File: config.mk
export PLATFORM = sky130hd
export DESIGN_NAME = od_buf_bank
export DESIGN_NICKNAME = d
export VERILOG_FILES = /design/src/rtl/od_buf_bank.sv
export SDC_FILE = /design/constraint.sdc
export NUM_CORES = 1
export LEC_CHECK = 0
export ABC_CLOCK_PERIOD_IN_PS = 2800
export CORE_MARGIN = 2
export CORE_UTILIZATION = 45
export DETAILED_ROUTE_END_ITERATION = 8
export PLACE_DENSITY = 0.65
export SYNTH_ARGS = -nofsm -noshare
export SYNTH_HDL_FRONTEND = slang
export SYNTH_SLANG_ARGS = --single-unit
export TNS_END_PERCENT = 20
File: constraint.sdc
create_clock -name clk -period 2.8 [get_ports clk]
set_input_delay 0.28 -clock clk [delete_from_list [all_inputs] [get_ports clk]]
set_output_delay 0.28 -clock clk [all_outputs]
set_load 0.005 [all_outputs]
File: src/rtl/od_buf_bank.sv
// rtl/od_buf_bank.sv - open-drain buffer bank with input glitch filter, global enable and stuck-net readback
module od_buf_bank #(
    parameter int   CHANNELS    = 6,
    parameter int   FILTER      = 2,
    parameter int   STUCK_LIMIT = 15,
    parameter logic OD_VALUE    = 1'b1
) (
    input  logic                clk,
    input  logic                rst,
    input  logic                en,
    input  logic [CHANNELS-1:0] a,
    output logic [CHANNELS-1:0] y,
    input  logic [CHANNELS-1:0] y_sense,
    input  logic                clr_stuck,
    output logic [CHANNELS-1:0] stuck,
    output logic                any_stuck
);

    localparam int CMAX = (FILTER > STUCK_LIMIT) ? FILTER : STUCK_LIMIT;
    localparam int CW   = $clog2(CMAX + 1);

    localparam logic [CW-1:0] F_LAST = CW'(FILTER - 1);
    localparam logic [CW-1:0] S_LAST = CW'(STUCK_LIMIT - 1);
    localparam logic [CW-1:0] S_SAT  = CW'(STUCK_LIMIT);

    for (genvar i = 0; i < CHANNELS; i++) begin : g_ch
        logic          st;
        logic [CW-1:0] fcnt;
        logic [CW-1:0] scnt;
        logic          stk;
        logic          released;
        logic          low_seen;
        logic          set_now;

        // State only follows a after FILTER consecutive edges of disagreement.
        always_ff @(posedge clk or negedge rst) begin
            if (!rst) begin
                st   <= 1'b1;
                fcnt <= '0;
            end else if (a[i] == st) begin
                fcnt <= '0;
            end else if (fcnt == F_LAST) begin
                st   <= a[i];
                fcnt <= '0;
            end else begin
                fcnt <= fcnt + 1'b1;
            end
        end

        assign y[i]     = (en && !st) ? 1'b0 : OD_VALUE;
        assign released = (y[i] == OD_VALUE);
        assign low_seen = released && (y_sense[i] == ~OD_VALUE);
        assign set_now  = low_seen && (scnt == S_LAST);

        // A set on the same edge as a clear wins; the count restarts either way.
        always_ff @(posedge clk or negedge rst) begin
            if (!rst) begin
                scnt <= '0;
                stk  <= 1'b0;
            end else if (clr_stuck) begin
                scnt <= '0;
                stk  <= set_now;
            end else begin
                if (set_now) begin
                    stk <= 1'b1;
                end
                if (!low_seen) begin
                    scnt <= '0;
                end else if (scnt != S_SAT) begin
                    scnt <= scnt + 1'b1;
                end
            end
        end

        assign stuck[i] = stk;
    end

    assign any_stuck = |stuck;

endmodule

## Word-level counts from Yosys, hierarchy flattened

Cells that the tools add are included.

| word-level totals | value |
|---|---|
| output and inout bits | 13 |
| flip-flop bits (word level) | 60 |
| word-level logic and storage cells | 163 |

| operators by class | value |
|---|---|
| muxes and demuxes | 48 |
| add/sub/neg operators | 12 |
| reduce and logical (&&, ||, !) cells | 37 |
| equal/unequal tests | 30 |
| bitwise operators | 12 |

Operator list:

| cell | count |
|---|---|
| 4-bit 2-to-1 mux | 30 |
| 4-bit by 1-bit adder with 4-bit output (second input constant) | 12 |
| 4-bit by 1-bit equality test with 1-bit output (second input constant) | 6 |
| 4-bit equality test (second input constant) | 6 |
| 4-bit inequality test (second input constant) | 6 |
| 1-bit logical AND | 18 |
| 1-bit 2-to-1 mux | 18 |
| 3-bit by 2-bit inequality test with 1-bit output (second input constant) | 6 |
| 1-bit NOT | 12 |
| 2-bit AND reduction | 6 |
| 2-bit nonzero test | 6 |
| 1-bit equality test | 6 |
| 1-bit logical NOT | 6 |
| 6-bit OR reduction | 1 |

## Depth between registers and ports, before layout

| logic depth | value |
|---|---|
| depth in word-level cells | 7 |
| depth in mapped cells | 4 |

## Least setup slack after synthesis

OpenSTA, ideal clock, no wires.

| path | value |
|---|---|
| path kind | reg2reg |
| start | register g_ch[4].st |
| end | register g_ch[4].scnt[3] |
| required time | 2.714 ns |
| arrival | 1.088 ns |
| cell stages (with the launch flop) | 4 |
| setup slack | 1.626 ns |
| clock period less this slack | 1.174 ns |
| cell sequence | dfstp_2 nor2b_4 or3_4 nor3_1 |

| on the way | value |
|---|---|
| longest elaborated chain between the ends | 6 |
| elaborated cells between the ends (all ways) | 7 |
| those cells by class | eq/ne: 1; mux: 3; reduce/logical: 3 |

Ends and longest elaborated chain:

| what | line | RTL |
|---|---|---|
| from (decl) | 27 | `logic st;` |
| from (signal assigned) | 43 | `st <= a[i];` |
| 1-bit logical NOT (*) | 50 | `assign y[i] = (en && !st) ? 1'b0 : OD_VALUE;` |
| 1-bit logical AND (*) | 50 |  |
| 1-bit 2-to-1 mux (*) | 50 |  |
| 1-bit logical AND (*) | 52 | `assign low_seen = released && (y_sense[i] == ~OD_VALUE);` |
| 4-bit 2-to-1 mux | 67 | `if (!low_seen) begin` |
| 4-bit 2-to-1 mux | 60 | `end else if (clr_stuck) begin` |
| to (signal assigned) | 70 | `scnt <= scnt + 1'b1;` |
| to (decl) | 29 | `logic [CW-1:0] scnt;` |

Every way passes the cells marked *; elsewhere a longest branch is shown, timed or not.
A chain may end at the register's enable or synchronous reset.

## Worst setup path after layout

| path | value |
|---|---|
| start | register g_ch[3].stk |
| end | output port any_stuck |

| on the way | value |
|---|---|
| longest elaborated chain between the ends | 1 |

Ends and longest elaborated chain:

| what | line | RTL |
|---|---|---|
| from (decl) | 30 | `logic stk;` |
| from (signal assigned) | 62 | `stk <= set_now;` |
| 6-bit OR reduction | 78 | `assign any_stuck = \|stuck;` |
| to (decl) | 16 | `output logic any_stuck` |

Every way passes these cells.

==> flow_summary_export.csv <==
group,metric,value,unit
run_status,outcome,"complete, no violations",
pwr,finalPower,2.74,mW
sta,hold_viol,0,
setup_path,arrival,1.76,ns
clock_network,cts_max_path_buffers,2,
yosys,synth_edf_count,0,
routing,ant_nets,0,
floorplan,fp.dieH,87.1,µm
yosys,synth.top_cell.area_share,43.4,%
hold_path,hp-class,"in -> async",
clock_network,postCtsSetupBuffers,0,
place,dpl.cell_count,390,
pwr,peakVddDrop,0.343,mV
final_layout,fin_cells,407,
clock_network,cts_root_buf,"clkbuf_8",
routing,drt-met1-wl,2.57,mm
routing,wl,5.24,mm
global_route,grt.total_usage,16.0,%
yosys,synth.largest_area_cell,"dfrtp_1",
sta,tns,0,ns
yosys,syn_area,3110,µm²
yosys,ys_async_sr_fraction,100,%
global_route,grt_max_degree,39,
place,dp_hpwl,3.71,mm
routing,vias_per_cell,5.04,
floorplan,die_w,87.1,µm
routing,firstDrtPassIters,4,
clock_network,cts_made_buffers,9,
yosys,synth-warning-count,0,
setup_path,path_class,"reg -> out",
setup_path,crit_path_start_kind,"flop",
setup_path,worstPathRequired,2.52,ns
global_route,overflow,0,
sta,tightest_slew,0.563,ns
final_layout,fin_nets,362,
sta,max-slew-margin-rel,62.5,%
floorplan,start_util,46.0,%
final_layout,drive_above_1_share,14.4,%
floorplan,fp-row-count,30,
sta,fin_skew,0.00904,ns
setup_path,r2r_slack,1.52,ns
routing,num_vias,2052,
final_layout,area_growth,17.8,%
routing,drc,0,
sta,min_period,2.04,ns
final_layout,n_antenna_cell,0,
clock_network,clk_pin_slew,0.07,ns
yosys,ys_seq_area_share,48.5,%
routing,drtIter0Drc,87,
floorplan,core,6760,µm²
yosys,synth_most_common_cell,"dfrtp_1",
pwr,p_leak,1.62,nW
global_route,grt_pass1_wl,9.25,mm
routing,wl_per_cell,12.9,µm
clock_network,cts_tree,"done",
yosys,synthTopCellsByArea,"dfrtp_1 (43%), ha_1 (9.7%), nor2_1 (6.4%)",
global_route,grt_pass1_vias,2038,
floorplan,design.die.area,7590,µm²
place,io_buffer_count,28,
routing,wl_met3,211,µm
clock_network,htreeDepth,3,
yosys,yosys-top-cells-count,"dfrtp_1 (54), nor2_1 (53), nand3_1 (25), ha_1 (24), inv_1 (24)",
setup_path,endpoint_kind,"output port",
job,cap_violations,0,
yosys,ys_types,26,
routing,route.met2.wl,2.33,mm
sta,fin_crit_sh,72.7,%
global_route,antenna_found_initial,0,
clock_network,cts_sinks,60,
floorplan,num_io_pins,29,
final_layout,fin_util,54.2,%
sta,clock.fmax,491,MHz
setup_path,path_max_fanout,3,
yosys,ys_ff_latch,60,
routing,routed.top_layer,"met4",
sta,setup_viol,0,
final_layout,n_fill_cell,634,
pwr,power_density,747,nW/µm²
yosys,avgSynthCellArea,10.6,µm²
yosys,syn-num-nets,334,
yosys,synth_flop_cell,"dfrtp_1",
clock_network,clk_latency,0.34,ns
place,place.gp.congestion,0.768,
sta,slew_viol_final,0,
clock_network,cts_hold_buffers,1,
yosys,synth_cells,294,
sta,rsz0062_at_grt,"no",
clock_network,cts_resized,0,
[flip-flops by register name, indices dropped and copies added (netlist names)]
| register | cells |
|---|---|
| g_ch.fcnt | 24 |
| g_ch.scnt | 24 |
| g_ch.stk | 6 |
| g_ch.st | 6 |
[per-layer routing]
metal / vias to the layer above / global-route usage (%)
met4: 0 / 8.39
met2: 35 / 24.4
met1: 973 / 21.3
li1: 1033 / -
met5: - / 0
met3: 11 / 3.70
[logic make-up after synthesis]
| group | synth area share, % |
|---|---|
| adder cells (fa/ha/maj) | 9.65 |
| AO/OA/AOI/OAI | 7.72 |
| AND/OR/NAND/NOR | 19.0 |
| buffers and inverters | 6.15 |
| flip-flops | 48.5 |
| XOR/XNOR | 6.76 |
| multiplexers | 2.17 |
[area by class of cell]
cell class,count,area [µm²],area share [%]
timing repair buffer,30,305,8.33
tap,80,100,2.73
inverter,24,90.1,2.46
clock buffer,12,155,4.23
multi-input combinational,197,1410,38.5
clock inverter,4,95.1,2.59
sequential,60,1510,41.2
[layout by cell type, fill, tap and decap left out, drive strengths merged, types with 7 or more instances in the layout]
master / instances
dfrtp: 54
nor2: 53
clkdlybuf4s50: 27
nand3: 25
inv: 24
ha: 24
xnor2: 18
clkbuf: 12
nand2: 9
a211oi: 8
nor3: 7
[critical path, cell delays in order, from the launching register on]
cell and delay (ns):
dfrtp_1 0.41, nor4_1 0.41, nand3_1 0.14, clkdlybuf4s50_1 0.47
[final timing paths]
| check | cells after the start | from | end |
|---|---|---|---|
| max reg2reg | 3 | g_ch[3].st$_DFFE_PN1P_ | g_ch[3].scnt[2]$_DFFE_PN0P_ |
| min | 2 | rst | g_ch[0].scnt[2]$_DFFE_PN0P_ |
| max | 3 | g_ch[3].stk$_DFFE_PN0P_ | any_stuck |
| min reg2reg | 1 | g_ch[4].fcnt[0]$_DFF_PN0_ | g_ch[4].fcnt[0]$_DFF_PN0_ |
| min in group clk | 1 | g_ch[4].fcnt[0]$_DFF_PN0_ | g_ch[4].fcnt[0]$_DFF_PN0_ |
| max in group asynchronous | 3 | rst | g_ch[3].st$_DFFE_PN1P_ |
[metrics by stage]
stage / setup slack, ns / hold slack, ns / cell area (µm²)
final: 0.765 / 0.456 / 3660
after global routing: 0.695 / 0.506 / 3660
after CTS: 0.765 / 0.467 / 3660
after detailed placement: 0.801 / 0.304 / 3400
after global placement: 0.843 / 0.299 / 3400
after floorplan: 1.63 / -0.0156 / 3110
[report_power, final]
part           switching [mW]  internal [mW]
Clock                   0.338          0.639
Combinational           0.272          0.307
Sequential              0.144           1.04
(Power assumes the default switching activity.)
